<file path="src/rtl/mem_port_arbiter_if.sv">
// Handshake and memory bus bundle for mem_port_arbiter.
// slave: arbiter side; master: requesters plus memory side.
interface mem_port_arbiter_if;
  logic        i_req;
  logic [31:0] i_addr;
  logic        i_flush;
  logic        i_grant;
  logic        i_valid;
  logic [31:0] i_rdata;
  logic        d_req;
  logic        d_rw;
  logic        d_byte;
  logic [31:0] d_addr;
  logic [31:0] d_wdata;
  logic        d_grant;
  logic        d_valid;
  logic [31:0] d_rdata;
  logic        d_done;
  logic        busy;
  logic [31:0] mem_address;
  logic [31:0] mem_data_in;
  logic [1:0]  mem_access_size;
  logic        mem_rw;
  logic        mem_enable;
  logic        mem_dm_byte;
  logic [31:0] mem_data_out;

  modport slave (
    input  i_req, i_addr, i_flush,
    output i_grant, i_valid, i_rdata,
    input  d_req, d_rw, d_byte, d_addr, d_wdata,
    output d_grant, d_valid, d_rdata, d_done,
    output busy,
    output mem_address, mem_data_in, mem_access_size,
    output mem_rw, mem_enable, mem_dm_byte,
    input  mem_data_out
  );

  modport master (
    output i_req, i_addr, i_flush,
    input  i_grant, i_valid, i_rdata,
    output d_req, d_rw, d_byte, d_addr, d_wdata,
    input  d_grant, d_valid, d_rdata, d_done,
    input  busy,
    input  mem_address, mem_data_in, mem_access_size,
    input  mem_rw, mem_enable, mem_dm_byte,
    output mem_data_out
  );
endinterface

</file>
<file path="src/rtl/mem_port_arbiter.sv">
// Arbitrates the unified memory between fetch (I) and data (D) ports.
// Ports: clock, reset (sync, active-high), bus (mem_port_arbiter_if.slave).
module mem_port_arbiter #(
  parameter int STARVE_LIMIT = 4,
  parameter int CNT_W        = 3
) (
  input logic              clock,
  input logic              reset,
  mem_port_arbiter_if.slave bus
);

  typedef enum logic [1:0] {
    S_IDLE,
    S_ISSUE,
    S_WAIT
  } state_t;

  localparam logic [CNT_W-1:0] LIM = CNT_W'(STARVE_LIMIT);

  state_t           state;
  logic [CNT_W-1:0] starve_cnt;
  logic             owner_i;
  logic             owner_d;
  logic             cancelled;
  logic             i_wins;
  logic             cancel_now;

  // D has priority unless fetch has been starved long enough.
  always_comb begin
    i_wins     = bus.i_req && (!bus.d_req || starve_cnt == LIM);
    cancel_now = cancelled || bus.i_flush;
  end

  always_ff @(posedge clock) begin
    if (reset) begin
      state               <= S_IDLE;
      starve_cnt          <= '0;
      owner_i             <= 1'b0;
      owner_d             <= 1'b0;
      cancelled           <= 1'b0;
      bus.i_grant         <= 1'b0;
      bus.i_valid         <= 1'b0;
      bus.i_rdata         <= '0;
      bus.d_grant         <= 1'b0;
      bus.d_valid         <= 1'b0;
      bus.d_rdata         <= '0;
      bus.d_done          <= 1'b0;
      bus.busy            <= 1'b0;
      bus.mem_address     <= '0;
      bus.mem_data_in     <= '0;
      bus.mem_access_size <= '0;
      bus.mem_rw          <= 1'b0;
      bus.mem_enable      <= 1'b0;
      bus.mem_dm_byte     <= 1'b0;
    end else begin
      bus.i_grant         <= 1'b0;
      bus.d_grant         <= 1'b0;
      bus.i_valid         <= 1'b0;
      bus.d_valid         <= 1'b0;
      bus.d_done          <= 1'b0;
      bus.mem_address     <= '0;
      bus.mem_data_in     <= '0;
      bus.mem_access_size <= '0;
      bus.mem_rw          <= 1'b0;
      bus.mem_enable      <= 1'b0;
      bus.mem_dm_byte     <= 1'b0;
      unique case (state)
        S_IDLE: begin
          cancelled <= 1'b0;
          owner_i   <= 1'b0;
          owner_d   <= 1'b0;
          if (bus.i_req || bus.d_req) begin
            state          <= S_ISSUE;
            bus.busy       <= 1'b1;
            bus.mem_enable <= 1'b1;
            if (i_wins) begin
              owner_i         <= 1'b1;
              bus.i_grant     <= 1'b1;
              bus.mem_address <= bus.i_addr;
              bus.mem_rw      <= 1'b1;
              starve_cnt      <= '0;
            end else begin
              owner_d         <= 1'b1;
              bus.d_grant     <= 1'b1;
              bus.mem_address <= bus.d_addr;
              bus.mem_rw      <= bus.d_rw;
              bus.mem_data_in <= bus.d_wdata;
              bus.mem_dm_byte <= bus.d_byte && !bus.d_rw;
              if (!bus.i_req)
                starve_cnt <= '0;
              else if (starve_cnt != LIM)
                starve_cnt <= starve_cnt + 1'b1;
            end
          end
        end
        S_ISSUE: begin
          if (owner_i && bus.i_flush)
            cancelled <= 1'b1;
          // mem_rw still holds the issued command here.
          if (!bus.mem_rw) begin
            state      <= S_IDLE;
            bus.busy   <= 1'b0;
            bus.d_done <= owner_d;
          end else begin
            state <= S_WAIT;
          end
        end
        S_WAIT: begin
          state    <= S_IDLE;
          bus.busy <= 1'b0;
          if (owner_i) begin
            if (!cancel_now) begin
              bus.i_rdata <= bus.mem_data_out;
              bus.i_valid <= 1'b1;
            end
          end else if (owner_d) begin
            bus.d_rdata <= bus.mem_data_out;
            bus.d_valid <= 1'b1;
          end
        end
        default: state <= S_IDLE;
      endcase
    end
  end

endmodule

</file>
<file path="src/flat_wrapper.sv">
// flat-port wrapper written by rule: the top's interface ports become plain ports
module mem_port_arbiter_flat 
#(
  parameter int STARVE_LIMIT = 4,
  parameter int CNT_W        = 3
)
  (clock, reset, bus_i_req, bus_i_addr, bus_i_flush, bus_i_grant, bus_i_valid, bus_i_rdata, bus_d_req, bus_d_rw, bus_d_byte, bus_d_addr, bus_d_wdata, bus_d_grant, bus_d_valid, bus_d_rdata, bus_d_done, bus_busy, bus_mem_address, bus_mem_data_in, bus_mem_access_size, bus_mem_rw, bus_mem_enable, bus_mem_dm_byte, bus_mem_data_out);
  mem_port_arbiter_if bus_i ();
  input logic clock;
  input logic reset;
  input wire logic [$bits(bus_i.i_req)-1:0] bus_i_req;
  input wire logic [$bits(bus_i.i_addr)-1:0] bus_i_addr;
  input wire logic [$bits(bus_i.i_flush)-1:0] bus_i_flush;
  output wire logic [$bits(bus_i.i_grant)-1:0] bus_i_grant;
  output wire logic [$bits(bus_i.i_valid)-1:0] bus_i_valid;
  output wire logic [$bits(bus_i.i_rdata)-1:0] bus_i_rdata;
  input wire logic [$bits(bus_i.d_req)-1:0] bus_d_req;
  input wire logic [$bits(bus_i.d_rw)-1:0] bus_d_rw;
  input wire logic [$bits(bus_i.d_byte)-1:0] bus_d_byte;
  input wire logic [$bits(bus_i.d_addr)-1:0] bus_d_addr;
  input wire logic [$bits(bus_i.d_wdata)-1:0] bus_d_wdata;
  output wire logic [$bits(bus_i.d_grant)-1:0] bus_d_grant;
  output wire logic [$bits(bus_i.d_valid)-1:0] bus_d_valid;
  output wire logic [$bits(bus_i.d_rdata)-1:0] bus_d_rdata;
  output wire logic [$bits(bus_i.d_done)-1:0] bus_d_done;
  output wire logic [$bits(bus_i.busy)-1:0] bus_busy;
  output wire logic [$bits(bus_i.mem_address)-1:0] bus_mem_address;
  output wire logic [$bits(bus_i.mem_data_in)-1:0] bus_mem_data_in;
  output wire logic [$bits(bus_i.mem_access_size)-1:0] bus_mem_access_size;
  output wire logic [$bits(bus_i.mem_rw)-1:0] bus_mem_rw;
  output wire logic [$bits(bus_i.mem_enable)-1:0] bus_mem_enable;
  output wire logic [$bits(bus_i.mem_dm_byte)-1:0] bus_mem_dm_byte;
  input wire logic [$bits(bus_i.mem_data_out)-1:0] bus_mem_data_out;
  assign bus_i.i_req = bus_i_req;
  assign bus_i.i_addr = bus_i_addr;
  assign bus_i.i_flush = bus_i_flush;
  assign bus_i_grant = bus_i.i_grant;
  assign bus_i_valid = bus_i.i_valid;
  assign bus_i_rdata = bus_i.i_rdata;
  assign bus_i.d_req = bus_d_req;
  assign bus_i.d_rw = bus_d_rw;
  assign bus_i.d_byte = bus_d_byte;
  assign bus_i.d_addr = bus_d_addr;
  assign bus_i.d_wdata = bus_d_wdata;
  assign bus_d_grant = bus_i.d_grant;
  assign bus_d_valid = bus_i.d_valid;
  assign bus_d_rdata = bus_i.d_rdata;
  assign bus_d_done = bus_i.d_done;
  assign bus_busy = bus_i.busy;
  assign bus_mem_address = bus_i.mem_address;
  assign bus_mem_data_in = bus_i.mem_data_in;
  assign bus_mem_access_size = bus_i.mem_access_size;
  assign bus_mem_rw = bus_i.mem_rw;
  assign bus_mem_enable = bus_i.mem_enable;
  assign bus_mem_dm_byte = bus_i.mem_dm_byte;
  assign bus_i.mem_data_out = bus_mem_data_out;
  mem_port_arbiter #(.STARVE_LIMIT(STARVE_LIMIT), .CNT_W(CNT_W)) u_core (.clock(clock), .reset(reset), .bus(bus_i));
endmodule
</file>
<file path="config.mk">
export PLATFORM = sky130hd
export DESIGN_NAME = mem_port_arbiter_flat
export DESIGN_NICKNAME = d
export VERILOG_FILES = /design/src/rtl/mem_port_arbiter_if.sv /design/src/rtl/mem_port_arbiter.sv /design/src/flat_wrapper.sv
export SDC_FILE = /design/constraint.sdc
export NUM_CORES = 1
export LEC_CHECK = 0
export ABC_AREA = 1
export CAP_MARGIN = 25
export CORE_ASPECT_RATIO = 1.5
export CORE_MARGIN = 8
export CORE_UTILIZATION = 42
export DETAILED_ROUTE_END_ITERATION = 10
export PLACE_DENSITY = 0.88
export SETUP_SLACK_MARGIN = 0.02
export SYNTH_ARGS = -nofsm -noshare
export SYNTH_HDL_FRONTEND = slang
export SYNTH_SLANG_ARGS = --single-unit
</file>
<file path="constraint.sdc">
create_clock -name clock -period 2.3 [get_ports clock]
set_input_delay 0.345 -clock clock [delete_from_list [all_inputs] [get_ports clock]]
set_output_delay 0.345 -clock clock [all_outputs]
set_load 0.05 [all_outputs]
</file>
== Yosys cells after proc, flatten, opt, wreduce, memory -nomap -nowiden ==
Cells that the tools add are included.
Storage, ports and cells
  logic and storage cells: 75
  bits of input ports: 135
  output and inout bits: 139
  flip-flop bits (word level): 145
Cells by class
  reduce and logical (&&, ||, !) cells: 22
  multiplexer cells: 20
  bitwise gates (word level): 6
  eq/ne operators: 8
  add/sub/neg operators: 1
Operators with widths (count)
  32-bit 2-to-1 mux: 1
  3-bit AND reduction: 4
  3-bit OR reduction: 4
  1-bit 2-to-1 mux: 11
  3-bit 2-to-1 mux: 3
  1-bit NOT: 6
  2-bit 2-to-1 mux: 2
  2-bit by 1-bit inequality test with 1-bit output, second input constant: 2
  2-bit one-hot mux with 2 select lines: 1
  4-bit OR reduction: 1
  3-bit by 1-bit adder with 3-bit output, second input constant: 1
  3-bit == test, second input constant: 1
  1-bit logical AND: 3
  1-bit logical OR: 3
  3-bit by 1-bit inequality test with 1-bit output, second input constant: 1
  3-bit inequality test, second input constant: 1
  1-bit one-hot mux with 3 select lines: 1
  3-bit nonzero test: 1
  2-bit by 1-bit == test with 1-bit output, second input constant: 1
  2-bit == test, second input constant: 1
  1-bit logical NOT: 2
  2-bit logical NOT: 1
  2-bit inequality test, second input constant: 1
  1-bit one-hot mux with 2 select lines: 1
  3 further kinds: 3

== Longest topological paths before layout ==
  depth after elaboration: 5
  depth in mapped cells: 9
  mapped depth without buffers: 8

== Least setup slack after synthesis ==
No wires, ideal clock.
  path type: flip-flop to flip-flop
  start: register u_core.state[0]
  end: register u_core.bus.d_rdata[10]
  path slack: 0.954 ns
  clock period less this slack: 1.346 ns
  buffers on the path: 1
  stages on the path, launching flop included: 9
  setup time: 0.116 ns
  data required time: 2.184 ns
  arrival time: 1.230 ns
  path through: dfxtp_1 > inv_1 > ha_1 > nand2_1 > nor2_1 > inv_1 > buf_6 > nor2_1 > nor2_1
Between the ends
  longest elaborated chain between the ends: 2
RTL lines
  start: declaration: line mem_port_arbiter.sv:20  | state_t state;
  start signal: assignment: line mem_port_arbiter.sv:36  | state <= S_IDLE;
  start signal: assignment: line mem_port_arbiter.sv:73  | state <= S_ISSUE;
  start signal: assignment: line mem_port_arbiter.sv:101  | state <= S_IDLE;
  2-bit == test: line mem_port_arbiter.sv:67  | unique case (state)
  3-bit AND reduction (no line)
  end signal: assignment: line mem_port_arbiter.sv:117  | bus.d_rdata <= bus.mem_data_out;
  end: declaration: line mem_port_arbiter_if.sv:32  | output d_grant, d_valid, d_rdata, d_done,
Every way passes these cells.
A chain may end at the register's enable or synchronous reset.

== Worst setup path after layout ==
  start: register u_core.bus.mem_rw
  end: output port bus_mem_rw
RTL lines
  start: declaration: line mem_port_arbiter_if.sv:35  | output mem_rw, mem_enable, mem_dm_byte,
  start signal: assignment: line mem_port_arbiter.sv:86  | bus.mem_rw <= bus.d_rw;
  end: declaration: line flat_wrapper.sv:30  | output wire logic [$bits(bus_i.mem_rw)-1:0] bus_mem_rw;
No word-level cell between the ends.

==> run_results.csv <==
group,metric,value,unit
synth,synth-seq-cells,145,
final_layout,fin_nets,1015,
synth,yosysSeqAreaShare,58.3,%
place,detailed_place_hpwl,12.5,mm
sta,period_needed,1.97,ns
final_layout,finish.cell_count_without_fillers,1037,
place,routabilityCongestion,0.822,
worst_setup_path,path_max_fanout,3,
grt,grt_use_total,20.6,%
floorplan,die_width,105,microns
grt,grt_pass1_vias,4886,
drt,vias,4837,
worst_setup_path,worstPathArrival,1.63,ns
drt,vias_per_cell,4.66,
clock_tree,cts_made_buffers,17,
final_layout,final_cell_mix,"clkdlybuf4s50_1 (271), nor2_1 (232), dfxtp_1 (145)",
floorplan,die_y,149,microns
grt,overflow,0,
clock_tree,cts_hold_buf,0,
synth,synth_mux_area_share,0,%
clock_tree,cts_resized,0,
synth,synth-compound-area-share,10.9,%
drt,ant_nets,0,
final_layout,final_util,72.4,%
status,status,"finished, final reports clean",
synth,synth-xor-area-share,0,%
power_and_ir_drop,p_leak,3.48,nW
clock_tree,htree_levels,4,
final_layout,syn2layout_area_growth,67.5,%
floorplan,dieArea,15700,sq um
synth,synthFlopType,"dfxtp_1",
synth,synthSimpleGateAreaFrac,21.1,%
final_layout,mostFrequentLayoutCell,"clkdlybuf4s50_1",
sta,skew,0.00938,ns
final_layout,n_antenna_cell,0,
power_and_ir_drop,vdd_ir_drop_max,510,uV
sta,slew_headroom,32.9,%
drt,routed_wl,16.3,mm
sta,rsz0062_at_grt,"false",
synth,synthAdderAreaFrac,1.51,%
drt,drtPass1Iterations,4,
final_layout,layout-drive-gt1-share,5.30,%
clock_tree,clock_sinks,145,
place,io_buffer_count,271,
clock_tree,cts.clk_slew.worst_paths,0.06,ns
floorplan,core_area,11500,sq um
sta,hold_violations,0,
synth,async_flop_share,0,%
final_layout,nFillCells,890,
clock_tree,post_cts_buffers,0,
worst_setup_path,crit_path_end_kind,"output port",
grt,grt_max_degree,71,
power_and_ir_drop,power.density,775,nW/um^2
sta,timing.fmax,507,MHz
sta,setup_viol,0,
drt,routedWlPerCell,15.7,microns
clock_tree,root_buffer,"clkbuf_16",
grt,grt_pass1_wl,25.5,mm
drt,drcViolationCount,0,
worst_setup_path,worstSetupPathType,"flop to output port",
worst_setup_path,critPathTopFamily,"buffers and inverters",
sta,worstMarginPinSlew,1.00,ns
worst_setup_path,worstPathCellList,"clkdlybuf4s50_1",
floorplan,rows,48,
synth,ys.warnings.count,0,
synth,synth_top_family_by_area,"simple AND/OR/NAND/NOR gates",
floorplan,io_pins,274,
worst_hold_path,hold_path.class,"primary input to flop",
sta,slew_violations,0,
sta,min_period_over_period,85.7,%
clock_tree,clk_latency,0.41,ns
synth,yosysUniqueCellTypes,25,
synth,synth_edf_count,0,
final_layout,multiInputGateArea,1680,sq um
grt,antenna_found_initial,0,
worst_setup_path,cp.required,1.96,ns
worst_setup_path,slowest_delay,0.84,ns
worst_setup_path,slowest_stage,"clkdlybuf4s50_1",
run,maxCapViolations,0,
final_layout,seq_area,2900,sq um
place,dp.cells,1005,
synth,syn_area_per_cell,8.19,sq um
synth,netlist_area,4980,sq um
worst_setup_path,cp_num_buf_inv,1,
sta,fin_setup_tns,0,ns
worst_setup_path,start_kind,"flop",
synth,syn_inst,608,
floorplan,initial_utilization,43.2,%
clock_tree,cts_tree,"yes",
drt,drt_iter0_drc,185,
clock_tree,cts.path.max_buffers,2,
==> path summary, 6_finish.rpt <==
| check | startpoint | end | slack [ns] | cells past startpoint |
|---|---|---|---|---|
| setup / recovery | u_core.bus.mem_rw | bus_mem_rw | 0.33 | 1 |
| setup reg to reg | u_core.state[0] | u_core.bus.i_rdata[17] | 0.44 | 8 |
| hold reg to reg | u_core.owner_d | u_core.bus.d_done | 0.47 | 2 |
| hold / removal | bus_d_wdata[6] | u_core.bus.mem_data_in[6] | 0.46 | 3 |
==> metal layers <==
layer | track usage [%] | up-vias | wire length [microns]
li1 | - | 2427 | -
met1 | 19.9 | 2154 | 5550
met2 | 36.5 | 209 | 8610
met3 | 7.74 | 47 | 1320
met4 | 12.5 | 0 | 792
met5 | 0 | - | 0
==> final cells by class <==
type,count,share of cell area (%)
flip-flops and latches,145,34.8
repair buffers,279,33.4
multi-input cells,380,20.1
clock buffers,17,5.10
inverters,51,2.29
well taps,150,2.25
clock inverters,15,2.08
==> where the power goes <==
part,switching [W],internal [W]
Combinational,0.000609,0.000431
Sequential,0.0000367,0.00261
Clock,0.00114,0.00164
==> cell usage after synthesis, types with 5 or more instances <==
master / count / share of area (%)
a21oi_1: 6 / 0.60
o21ai_0: 94 / 9.4
dfxtp_1: 145 / 58
inv_1: 50 / 3.8
clkbuf_1: 11 / 0.83
buf_4: 9 / 1.4
ha_1: 6 / 1.5
buf_6: 6 / 1.4
nand3_1: 5 / 0.50
nand2_1: 19 / 1.4
nor2_1: 233 / 18
o21ai_1: 5 / 0.50
==> sequential cells by signal, indices dropped and copies added, names as in the netlist <==
name,flops
u_core.bus.d_rdata,32
u_core.bus.i_rdata,32
u_core.bus.mem_address,32
u_core.bus.mem_data_in,32
u_core.starve_cnt,3
u_core.state,2
u_core.bus.busy,1
u_core.bus.d_done,1
u_core.bus.d_grant,1
u_core.bus.d_valid,1
u_core.bus.i_grant,1
u_core.bus.i_valid,1
u_core.bus.mem_dm_byte,1
u_core.bus.mem_enable,1
u_core.bus.mem_rw,1
u_core.cancelled,1
u_core.owner_d,1
u_core.owner_i,1
==> kinds of logic (layout without fill, tap and decap cells) <==
| logic type | Yosys count | count (layout) |
|---|---|---|
| buf+inv | 84 | 362 |
| flops | 145 | 145 |
| fa+ha+maj | 6 | 6 |
| simple gates | 265 | 265 |
| other cells | 1 | 2 |
| compound gates | 107 | 107 |
==> worst register-to-register path, stage by stage, from the launching register on <==
cell and delay (ns):
dfxtp_1 0.33, inv_1 0.11, ha_1 0.18, nand2_1 0.05
inv_1 0.05, nand2_1 0.05, inv_1 0.73, nor2_1 0.13
nor2_1 0.16
==> metrics by stage <==
| stage | power [W] | setup WS, ns | cell area (sq um) | hold WS [ns] |
|---|---|---|---|---|
| after floorplan | 0.00327 | 0.954 | 4980 | 0.417 |
| final | 0.00647 | 0.328 | 8340 | 0.458 |
| after CTS | 0.00653 | 0.305 | 8340 | 0.438 |
| after detailed placement | 0.00375 | 0.273 | 7740 | 0.456 |
| after global placement | 0.00373 | 0.377 | 7740 | 0.461 |
| after global routing | 0.00672 | 0.209 | 8340 | 0.438 |
Power figures use the tool's default switching activity.
